--- config.mk ---
export PLATFORM = sky130hd
export DESIGN_NAME = tick_prescaler
export DESIGN_NICKNAME = d
export VERILOG_FILES = /design/src/rtl/tick_prescaler.sv
export SDC_FILE = /design/constraint.sdc
export NUM_CORES = 1
export LEC_CHECK = 0
export ABC_AREA = 1
export CAP_MARGIN = 20
export CORE_UTILIZATION = 25
export DETAILED_ROUTE_END_ITERATION = 6
export HOLD_SLACK_MARGIN = 0.08
export SLEW_MARGIN = 20
export SYNTH_ARGS = -nofsm -noshare
export SYNTH_HDL_FRONTEND = slang
export SYNTH_SLANG_ARGS = --single-unit
--- constraint.sdc ---
create_clock -name clk -period 3 [get_ports clk]
set_input_delay 0.3 -clock clk [delete_from_list [all_inputs] [get_ports clk]]
set_output_delay 0.3 -clock clk [all_outputs]
set_load 0.01 [all_outputs]
--- src/rtl/tick_prescaler.sv ---
// Programmable clock prescaler: one-cycle count-enable tick with a glitch-free divisor-load
// handshake. Define TICK_PRESCALER_HALF_EN to add the mid-period 'half' pulse output.
module tick_prescaler #(
    parameter int unsigned DIV_W       = 26,
    parameter int unsigned DIV_DEFAULT = 50000000
) (
    input  logic             clk,
    input  logic             reset,
    input  logic             enable,
    input  logic             step,
    input  logic             div_load,
    input  logic [DIV_W-1:0] div_value,
    output logic             div_ack,
    output logic             div_err,
    output logic             tick,
    output logic             running
`ifdef TICK_PRESCALER_HALF_EN
    ,
    output logic             half
`endif
);

    localparam logic [DIV_W-1:0] DivInit = DIV_W'(DIV_DEFAULT);
    localparam logic [DIV_W-1:0] CntInit = DIV_W'(DIV_DEFAULT - 1);

    typedef enum logic [1:0] {StIdle, StPend, StDrop} load_state_t;

    load_state_t      state;
    logic [DIV_W-1:0] div_reg;
    logic [DIV_W-1:0] pend_reg;
    logic [DIV_W-1:0] cnt;
    logic [DIV_W-1:0] new_div;
    logic             cnt_zero;
    logic             apply;
    logic             accept;

    // A pending divisor lands only at a period boundary, or immediately while paused.
    always_comb begin
        cnt_zero = (cnt == '0);
        apply    = (state == StPend) && (!enable || cnt_zero);
        accept   = apply && (pend_reg != '0);
        new_div  = accept ? pend_reg : div_reg;
    end

    always_ff @(posedge clk or negedge reset) begin
        if (!reset) begin
            state    <= StIdle;
            div_reg  <= DivInit;
            pend_reg <= '0;
            cnt      <= CntInit;
            tick     <= 1'b0;
            div_ack  <= 1'b0;
            div_err  <= 1'b0;
            running  <= 1'b0;
        end else begin
            tick    <= 1'b0;
            div_ack <= 1'b0;
            div_err <= 1'b0;
            running <= enable;

            if (enable) begin
                if (cnt_zero) begin
                    tick <= 1'b1;
                    cnt  <= new_div - 1'b1;
                end else begin
                    cnt <= cnt - 1'b1;
                end
            end else if (step || accept) begin
                tick <= step;
                cnt  <= new_div - 1'b1;
            end

            if (accept) begin
                div_reg <= pend_reg;
            end

            unique case (state)
                StIdle: begin
                    if (div_load) begin
                        pend_reg <= div_value;
                        state    <= StPend;
                    end
                end
                StPend: begin
                    if (apply) begin
                        div_ack <= 1'b1;
                        div_err <= (pend_reg == '0);
                        state   <= StDrop;
                    end
                end
                // Wait for the requester to drop div_load so one request yields one ack.
                StDrop: begin
                    if (!div_load) begin
                        state <= StIdle;
                    end
                end
                default: state <= StIdle;
            endcase
        end
    end

`ifdef TICK_PRESCALER_HALF_EN
    always_ff @(posedge clk or negedge reset) begin
        if (!reset) begin
            half <= 1'b0;
        end else begin
            half <= enable && (div_reg >= DIV_W'(2)) && (cnt == (div_reg >> 1));
        end
    end
`endif

endmodule
==> impl_metrics.ini, run 1 <==
[outcome]
status = finished, final reports clean

[synthesis]
yosys.area.top_type = dfrtp_1
synth_cell_types = 38
synth_top_area_share_pct = 26.4
netlist_area_mm2 = 0.00513
synth_seq_area_share_pct = 41.7
yosysWarnings = 0
synthCells = 706
syn-num-nets = 739
ys_top_cells_by_area = dfrtp_1 (26%), dfstp_2 (15%), nand2_1 (12%)
avgSynthCellArea_um2 = 7.26
synth_seq_cells = 84

[floorplan]
die_area_mm2 = 0.0211
fp.dieH_um = 145
initial_core_util_pct = 25.4
rows = 52
fp.coreArea_mm2 = 0.0202
die_w_um = 145
io_pins = 35

[place]
dpl.hpwl_mm = 9.45
port_buffers = 34
gp_congestion = 0.872

[global_route]
grt_max_degree = 85
grt_overflow = 0
antenna_found_initial = 0
grt_pass1_wl_mm = 22.0
grt_pass1_vias = 4429
grt_usage_pct = 13.0

[clock_network]
clock-sinks = 84
cts-htree-levels = 3
numCtsBuffers = 9
cts_root_buffer = clkbuf_16
cts_buffer_depth = 2
insertion_delay_ns = 0.36
cts_tree = built
clk_pin_slew_ns = 0.06

[sta]
slew_violations = 0
holdWs_ns = 0.477
period_share_pct = 95.5
finClkSkew_ns = 0.00927
min_period_ns = 2.86
fmax_mhz = 349
max_slew_margin_pct = 40.1
setup_viol = 0
hold_violations = 0
tightestPinTransition_ns = 0.896

[worst_setup_path]
critical_path_class = reg2reg
crit_chain = inv_1 -> ha_2 -> nand2_2 -> nor2_4 -> nand2_4 -> nor2_8 -> nand2_2 -> nand2_4 -> nand3_4 -> buf_4 -> nand2_1 -> nand2_1 -> inv_2 -> nand2_1 -> nor2_4 -> nand2_4 -> nor2_4 -> nand2_1 -> nand2_1 -> nand3_2 -> a22oi_1
cp-end-kind = flip-flop
worst_path_max_delay_cell = dfstp_2
crit_arrival_ns = 3.13
cp_common_cell = nand2_1
critPathTopFamily = simple AND/OR/NAND/NOR gates
slowest_delay_ns = 0.36
worst-path-buf-inv = 3
start_kind = flip-flop
cp.depth = 21
r2r_cells = 21
crit_required_ns = 3.27
cp_max_fo = 5

[power]
p_leak_nw = 3.00
vdd_ir_drop_max_mv = 0.440
p_per_area_mw_per_mm2 = 974

[route]
routed_wl_mm = 13.5
vias_per_cell = 4.47
drt_pass1_iterations = 5
drt_iter0_drc = 275
post_drt_wl_per_cell_um = 13.0
via_count = 4654
drcViolationCount = 0
drtAntennaViolNets = 0

[finish]
nets = 800
diodes = 0
multi_input_area_mm2 = 0.00267
drive_above_1_share_pct = 21.5
area_growth_pct = 27.2
regArea_mm2 = 0.00214
post-route-util_pct = 32.3
final_common_cell = nand2_1
fillerInstances = 2179
final_cell_mix = nand2_1 (162), nor2_1 (86), inv_1 (70), dfrtp_1 (54), a21oi_1 (47)

[flow_run]
max_cap_viol_count = 0

[hold_path]
min_path_type = reg2reg
whs_path_depth = 2
[tightest hold or removal path: cells and delay by family, from the launching register on]
family	cells	cell delay [ns]
and+or+nand+nor	2	0.11
DFF	1	0.37
[timing repair]
| action | in CTS | in global routing |
|---|---|---|
| hold endpoints to repair | 54 | 0 |
| buffers inserted | 0 | 9 |
| cloned | 0 | 3 |
| gates resized for setup | 3 | 32 |
| endpoints found under the setup margin | 4 | 16 |
| hold buffers | 1 | 0 |
| pin swaps | 0 | 11 |
[cell usage after synthesis, drive strengths merged]
master	count
nand2	178
nor2	113
inv	85
dfrtp	54
a21oi	48
nand4	41
nand3	39
o21ai	35
dfstp	30
clkbuf	16
xor2	16
buf	12
nor3	9
a22oi	6
mux2	6
o211ai	3
a31oi	2
clkinv	2
ha	2
nor4	2
or2	2
xnor2	2
a21o	1
o311ai	1
o31ai	1
[cells by family (layout without fill, tap and decap cells)]
logic type | Yosys count | in the layout | share of synthesized area (%)
adders and majority gates | 2 | 2 | 0.488
muxes | 6 | 6 | 1.32
and+or+nand+nor | 384 | 385 | 33.8
AOI/OAI and AO/OA | 97 | 97 | 10.4
buffers and inverters | 115 | 180 | 9.18
xor gates and xnor gates | 18 | 18 | 3.07
DFF | 84 | 84 | 41.7
[metal layers]
| layer | routed length (um) | global-route usage, % | part of all wire, % | up-vias |
|---|---|---|---|---|
| li1 | - | - | - | 2415 |
| met1 | 6850 | 18.4 | 51 | 2132 |
| met2 | 6080 | 19.5 | 45 | 97 |
| met3 | 471 | 3.14 | 3.5 | 10 |
| met4 | 140 | 3.68 | 1.0 | 0 |
| met5 | 0 | 0 | 0 | - |
[per-stage QoR]
| stage | worst slack (ns) | area, um2 | setup TNS (ns) | std cells | power, W |
|---|---|---|---|---|---|
| floorplan | 0.345 | 5130 | 0 | 706 | 0.00408 |
| finish | 0.136 | 6520 | 0 | 1042 | 0.00635 |
| global placement | 0.0691 | 5940 | 0 | 1013 | 0.00491 |
| global route | -0.0477 | 6520 | -0.166 | 1042 | 0.00688 |
| CTS | 0.0710 | 6270 | 0 | 1030 | 0.00614 |
| detailed placement | -0.0179 | 5940 | -0.0179 | 1013 | 0.00494 |
[cell type report]
type                       instances  area share [%]
sequential                        84            32.8
clock buffer                      11            3.72
timing repair buffer              77            11.5
multi-input combinational        508            40.9
inverter                          87            5.01
clock inverter                     5           0.921
tap                              270            5.18
[path summary, 6_finish.rpt]
path | to | startpoint | slack [ns]
worst max-delay path | cnt[13] | cnt[1] | 0.14
worst min-delay path | div_reg[14] | div_reg[14] | 0.48
worst max register to register | cnt[13] | cnt[1] | 0.14
worst min register to register | div_reg[14] | div_reg[14] | 0.48
max in group asynchronous | cnt[6] | reset | 2.06
min in group asynchronous | cnt[7] | reset | 0.49
[power breakdown]
part | leakage, nW | switching (W) | total [W] | internal, W
logic | 1.92 | 0.00187 | 0.00302 | 0.00114
registers | 0.939 | 0.000388 | 0.00219 | 0.00180
clock network | 0.146 | 0.000479 | 0.00115 | 0.000671
total | 3.00 | 0.00274 | 0.00635 | 0.00361
Note: power is estimated with default switching activity, not from simulation.
==> run 2: changes to the inputs <==
Settings changed: GPL_TIMING_DRIVEN from default to 0, PLACE_DENSITY from default to 0.4.
==> run 2 against run 1 <==
Against the previous run: combinational power rose by 4%; total power rose by 2.5%; critical path depth rose by 1; wire length rose by 18%; die area did not move; clock skew fell by 0.0012 ns; largest power group unchanged.
==> impl_metrics.ini, run 2 (synthesis gave the netlist of run 1 again) <==
[sta]
setup_slack_ns = 0.118
setup_viol = 0
period_share_pct = 96.1
fmax_mhz = 347
tightestPinTransition_ns = 0.668
hold_violations = 0
finClkSkew_ns = 0.00802
slew_violations = 0
max_slew_margin_pct = 55.0
min_period_ns = 2.88
holdWs_ns = 0.328
rsz0062_at_grt = yes

[floorplan]
fp.coreArea_mm2 = 0.0202
die_area_mm2 = 0.0211
die_w_um = 145
initial_core_util_pct = 25.4
fp.dieH_um = 145
io_pins = 35
rows = 52

[global_route]
grt_usage_pct = 16.0
grt_overflow = 0
grt_max_degree = 74
grt_pass1_vias = 4618
antenna_found_initial = 0
grt_pass1_wl_mm = 25.8

[route]
drtAntennaViolNets = 0
via_count = 4713
routed_wl_mm = 16.0
drt_iter0_drc = 234
post_drt_wl_per_cell_um = 15.3
vias_per_cell = 4.51
drcViolationCount = 0
drt_pass1_iterations = 4

[worst_setup_path]
cp_max_fo = 4
crit_required_ns = 3.25
rr_startpoint = cnt[0]
critical_path_class = reg2reg
crit_arrival_ns = 3.13
start_kind = flip-flop
cp-startpoint = cnt[0]
cp-end-kind = flip-flop
reg2reg_slack_ns = 0.12

[power]
clkPwrFrac_pct = 17.9
p_per_area_mw_per_mm2 = 983
switching_power_w = 0.00295
p_leak_nw = 2.98
p_int_w = 0.00356
p_total_w = 0.00651
pwr-share-seq_pct = 33.9
comb_power_share_pct = 48.2
vdd_ir_drop_max_mv = 0.419
sw_frac_of_total_pct = 45.4

[finish]
nets = 804
final_common_cell = nand2_1
instances_no_fill = 1046
fillerInstances = 2216
drive_above_1_share_pct = 24.0
diodes = 0
final_cell_mix = nand2_1 (146), nor2_1 (80), inv_1 (67), dfrtp_1 (54), a21oi_1 (47)
post-route-util_pct = 32.8
area_growth_pct = 29.2

[clock_network]
cts_tree = built
clock-sinks = 84
cts_root_buffer = clkbuf_16
cts_buffer_depth = 2
cts-htree-levels = 3
insertion_delay_ns = 0.35
numCtsBuffers = 9
clk_pin_slew_ns = 0.07

[place]
dp.cells = 1011
pre_cts_slack_ns = -0.362
port_buffers = 34
gp_congestion = 0.847
dpl.hpwl_mm = 12.0

[hold_path]
min_path_type = in2async

[outcome]
status = finished, final reports clean

[flow_run]
max_cap_viol_count = 0
==> run 2: cell count changes in the layout (fill, tap and decap cells not counted), moves of 3 or more <==
| cell | before | now |
|---|---|---|
| nand3_1 | 36 | 32 |
| buf_4 | 37 | 18 |
| nand2_1 | 162 | 146 |
| nand2_2 | 13 | 27 |
| nor2_4 | 10 | 18 |
| clkbuf_2 | 0 | 3 |
| buf_8 | 0 | 3 |
| inv_1 | 70 | 67 |
| buf_2 | 0 | 4 |
| buf_12 | 4 | 1 |
| nor2_1 | 86 | 80 |
| inv_4 | 0 | 3 |
| clkbuf_1 | 1 | 15 |
==> run 2: timing repair <==
item | 4_1_cts | 5_1_grt
setup buffers | 11 | 6
resized for setup | 34 | 59
hold buffers | 1 | 0
pin swaps | 10 | 27
cloned | 1 | 0
endpoints found under the setup margin | 20 | 30
hold endpoints to repair | 36 | 0
==> run 2: power groups by stage <==
| stage | registers [W] | logic [W] | clock network [W] |
|---|---|---|---|
| floorplan | 0.00209 | 0.00199 | 0 |
| global placement | 0.00221 | 0.00263 | 0 |
| detailed placement | 0.00221 | 0.00265 | 0 |
| CTS | 0.00220 | 0.00288 | 0.00121 |
| global route | 0.00229 | 0.00354 | 0.00126 |
| finish | 0.00221 | 0.00314 | 0.00117 |
==> run 2: metrics by stage <==
| step | TNS [ns] | instance area [um2] |
|---|---|---|
| floorplan | 0 | 5130 |
| finish | 0 | 6620 |
| detailed placement | -3.29 | 5830 |
| global placement | -112.70 | 5810 |
| CTS | -0.00424 | 6380 |
| global route | -0.0665 | 6620 |
==> run 2: worst max-delay path, cell delays in order (launching register included) <==
cell     delay [ns]
dfstp_2        0.56
inv_4          0.05
ha_4           0.16
nand2_4        0.07
nor2_4         0.04
nand2_4        0.10
nor2_8         0.05
nand2_2        0.08
nand2_4        0.09
nand3_4        0.13
buf_8          0.13
nor2_1         0.06
nor2_4         0.15
ha_4           0.17
nand3_4        0.12
nor2_4         0.18
nand3_4        0.10
nor2_4         0.13
nand2_1        0.07
nand2_1        0.07
nand3_2        0.11
nand3_2        0.08
nand2_1        0.05
==> run 2: path summary, 6_finish.rpt <==
check | endpoint | cells after the start
setup / recovery | cnt[18] | 22
hold / removal | tick | 2
setup reg to reg | cnt[18] | 22
hold reg to reg | div_reg[14] | 2
max in group asynchronous | div_reg[13] | 3
min in group clk | div_reg[14] | 2
==> run 2: per-layer routing <==
layer / wire length [um] / global-route usage [%]
met4: 138 / 3.63
met2: 7610 / 26.1
met3: 523 / 3.52
met1: 7680 / 21.6
met5: 0 / 0
==> run 2: layout make-up <==
| cell class | instances | area, um2 | share of cell area, % |
|---|---|---|---|
| well taps | 270 | 338 | 5.10 |
| plain buffers | 28 | 163 | 2.46 |
| repair buffers | 54 | 547 | 8.26 |
| flip-flops and latches | 84 | 2140 | 32.3 |
| clock buffers | 10 | 229 | 3.46 |
| inverters | 87 | 335 | 5.06 |
| multi-input cells | 507 | 2800 | 42.3 |
| clock inverters | 6 | 71.3 | 1.08 |
==> run 3: changes to the inputs <==
Settings changed: CORE_ASPECT_RATIO from default to 1.4, CTS_CLUSTER_SIZE from default to 12.
==> run 3 against run 2 <==
Against the previous run: clock-buffer cell count stayed put; sequential share of layout area increased by 0.58 points; combinational power is 3% lower; clock power shrank 6%; clock skew grew 0.0029 ns; largest cell class unchanged.
==> impl_metrics.ini, run 3 (synthesis gave the netlist of run 1 again) <==
[finish]
instances_no_fill = 1027
nets = 803
area_growth_pct = 26.9
final_cell_mix = nand2_1 (150), nor2_1 (85), inv_1 (68), dfrtp_1 (54), a21oi_1 (47)
final_common_cell = nand2_1
diodes = 0
finalInstanceArea_mm2 = 0.00650
drive_above_1_share_pct = 22.6

[flow_run]
max_cap_viol_count = 0

[power]
p_leak_nw = 2.98
p_per_area_mw_per_mm2 = 976
vdd_ir_drop_max_mv = 0.311

[clock_network]
numCtsBuffers = 9
insertion_delay_ns = 0.35
clock-sinks = 84
clk_pin_slew_ns = 0.07
cts_tree = built
cts_root_buffer = clkbuf_16
cts_buffer_depth = 2
cts-htree-levels = 3

[route]
drtAntennaViolNets = 0
drt_iter0_drc = 134
routed_wl_mm = 16.6
drt_pass1_iterations = 4
via_count = 4750
drcViolationCount = 0
post_drt_wl_per_cell_um = 16.1
vias_per_cell = 4.63

[sta]
finClkSkew_ns = 0.0109
rsz0062_at_grt = yes
fmax_mhz = 348
slew_violations = 0
setup_viol = 0
hold_violations = 0
min_period_ns = 2.87
tightestPinTransition_ns = 0.724
period_share_pct = 95.8
max_slew_margin_pct = 51.3

[worst_setup_path]
crit_path_end = cnt[18]
start_kind = flip-flop
critical_path_class = reg2reg
r2r_cells = 23
cp-startpoint = cnt[1]
crit_required_ns = 3.24
rr_startpoint = cnt[1]
cp_max_fo = 4
crit_arrival_ns = 3.11
rr_endpoint = cnt[18]
cp-end-kind = flip-flop
reg2reg_slack_ns = 0.13

[floorplan]
fp.dieH_um = 171
io_pins = 35
rows = 61
initial_core_util_pct = 25.6
fp.coreArea_mm2 = 0.0200
die_w_um = 123
die_area_mm2 = 0.0211

[place]
gp_congestion = 0.881
port_buffers = 34
dp.cells = 993
dpl.hpwl_mm = 12.7
dpl_cell_area_mm2 = 0.00581

[global_route]
antenna_found_initial = 0
grt_usage_pct = 16.7
grt_overflow = 0
grt_pass1_wl_mm = 26.0
grt_pass1_vias = 4817
grt_max_degree = 45

[hold_path]
min_path_type = in2async

[outcome]
status = finished, final reports clean
[run 3: cell types whose count changed in the layout (fill, tap and decap cells not counted), sizes merged]
| cell | before | now |
|---|---|---|
| bufinv | 1 | 0 |
| clkbuf | 27 | 26 |
| clkinv | 2 | 3 |
[run 3: per-layer routing]
layer	GRT usage (%)	share of wire (%)
met2	32.2	55
met3	1.92	2.1
met1	18.5	41
met4	5.81	1.8
met5	0	0
[run 3: what timing repair did]
item                                    4_1_cts  5_1_grt
endpoints found under the setup margin       22       23
setup buffers                                 8        8
hold endpoints to repair                     31        0
resized for setup                            45       31
pin swaps                                    12       17
hold buffers                                  1        0
cloned                                        1        0
[run 3: worst min-delay path by stage]
| stage | cells past startpoint | from | endpoint |
|---|---|---|---|
| after CTS | 2 | reset | pend_reg[2] |
| after detailed placement | 1 | reset | pend_reg[2] |
| after floorplan | 0 | reset | cnt[10] |
| after global routing | 2 | reset | pend_reg[2] |
| after global placement | 2 | div_reg[14] | div_reg[14] |
| final | 2 | reset | pend_reg[2] |
[run 3: power breakdown]
part | internal [W] | switching [W] | total, W | leakage [nW]
registers | 0.00180 | 0.000399 | 0.00220 | 0.939
logic | 0.00107 | 0.00198 | 0.00305 | 1.90
clock network | 0.000592 | 0.000513 | 0.00110 | 0.136
[run 3: worst max-delay path, cell delays in order (launching register included)]
cell and delay [ns]:
dfstp_2 0.37, inv_2 0.08, ha_4 0.15, nand2_4 0.06, nor2_4 0.11, nand2_4 0.09
nor2_8 0.12, nand2_2 0.07, nand2_4 0.11, nand3_4 0.12, buf_16 0.18, nand2_4 0.05
inv_2 0.04, nor2_4 0.12, ha_4 0.16, nand3_4 0.12, nor2_4 0.17, nand3_4 0.11
nor2_4 0.13, nand2_1 0.07, nand2_1 0.07, nand3_2 0.10, nand3_2 0.08, nand2_1 0.05
[run 3: layout make-up]
cell class,instances,area (um2)
Fill cell,2240,13500
Buffer,28,163
Tap cell,252,315
Multi-Input combinational cell,507,2740
Clock buffer,10,239
Clock inverter,6,46.3
Sequential cell,84,2140
Timing Repair Buffer,53,531
Inverter,87,330
[run 3: stage by stage]
step | utilization, % | TNS (ns) | hold slack [ns] | setup slack (ns) | power (W)
2_1_floorplan | - | 0 | 0.00441 | 0.345 | 0.00408
3_3_place_gp | 28.9 | -116.47 | 0.457 | -1.74 | 0.00484
3_5_place_dp | 29.1 | -4.11 | 0.253 | -0.363 | 0.00488
4_1_cts | 31.8 | 0 | 0.445 | 0.0215 | 0.00626
5_1_grt | 32.5 | -0.130 | 0.481 | -0.0653 | 0.00689
6_report | 32.5 | 0 | 0.431 | 0.127 | 0.00635
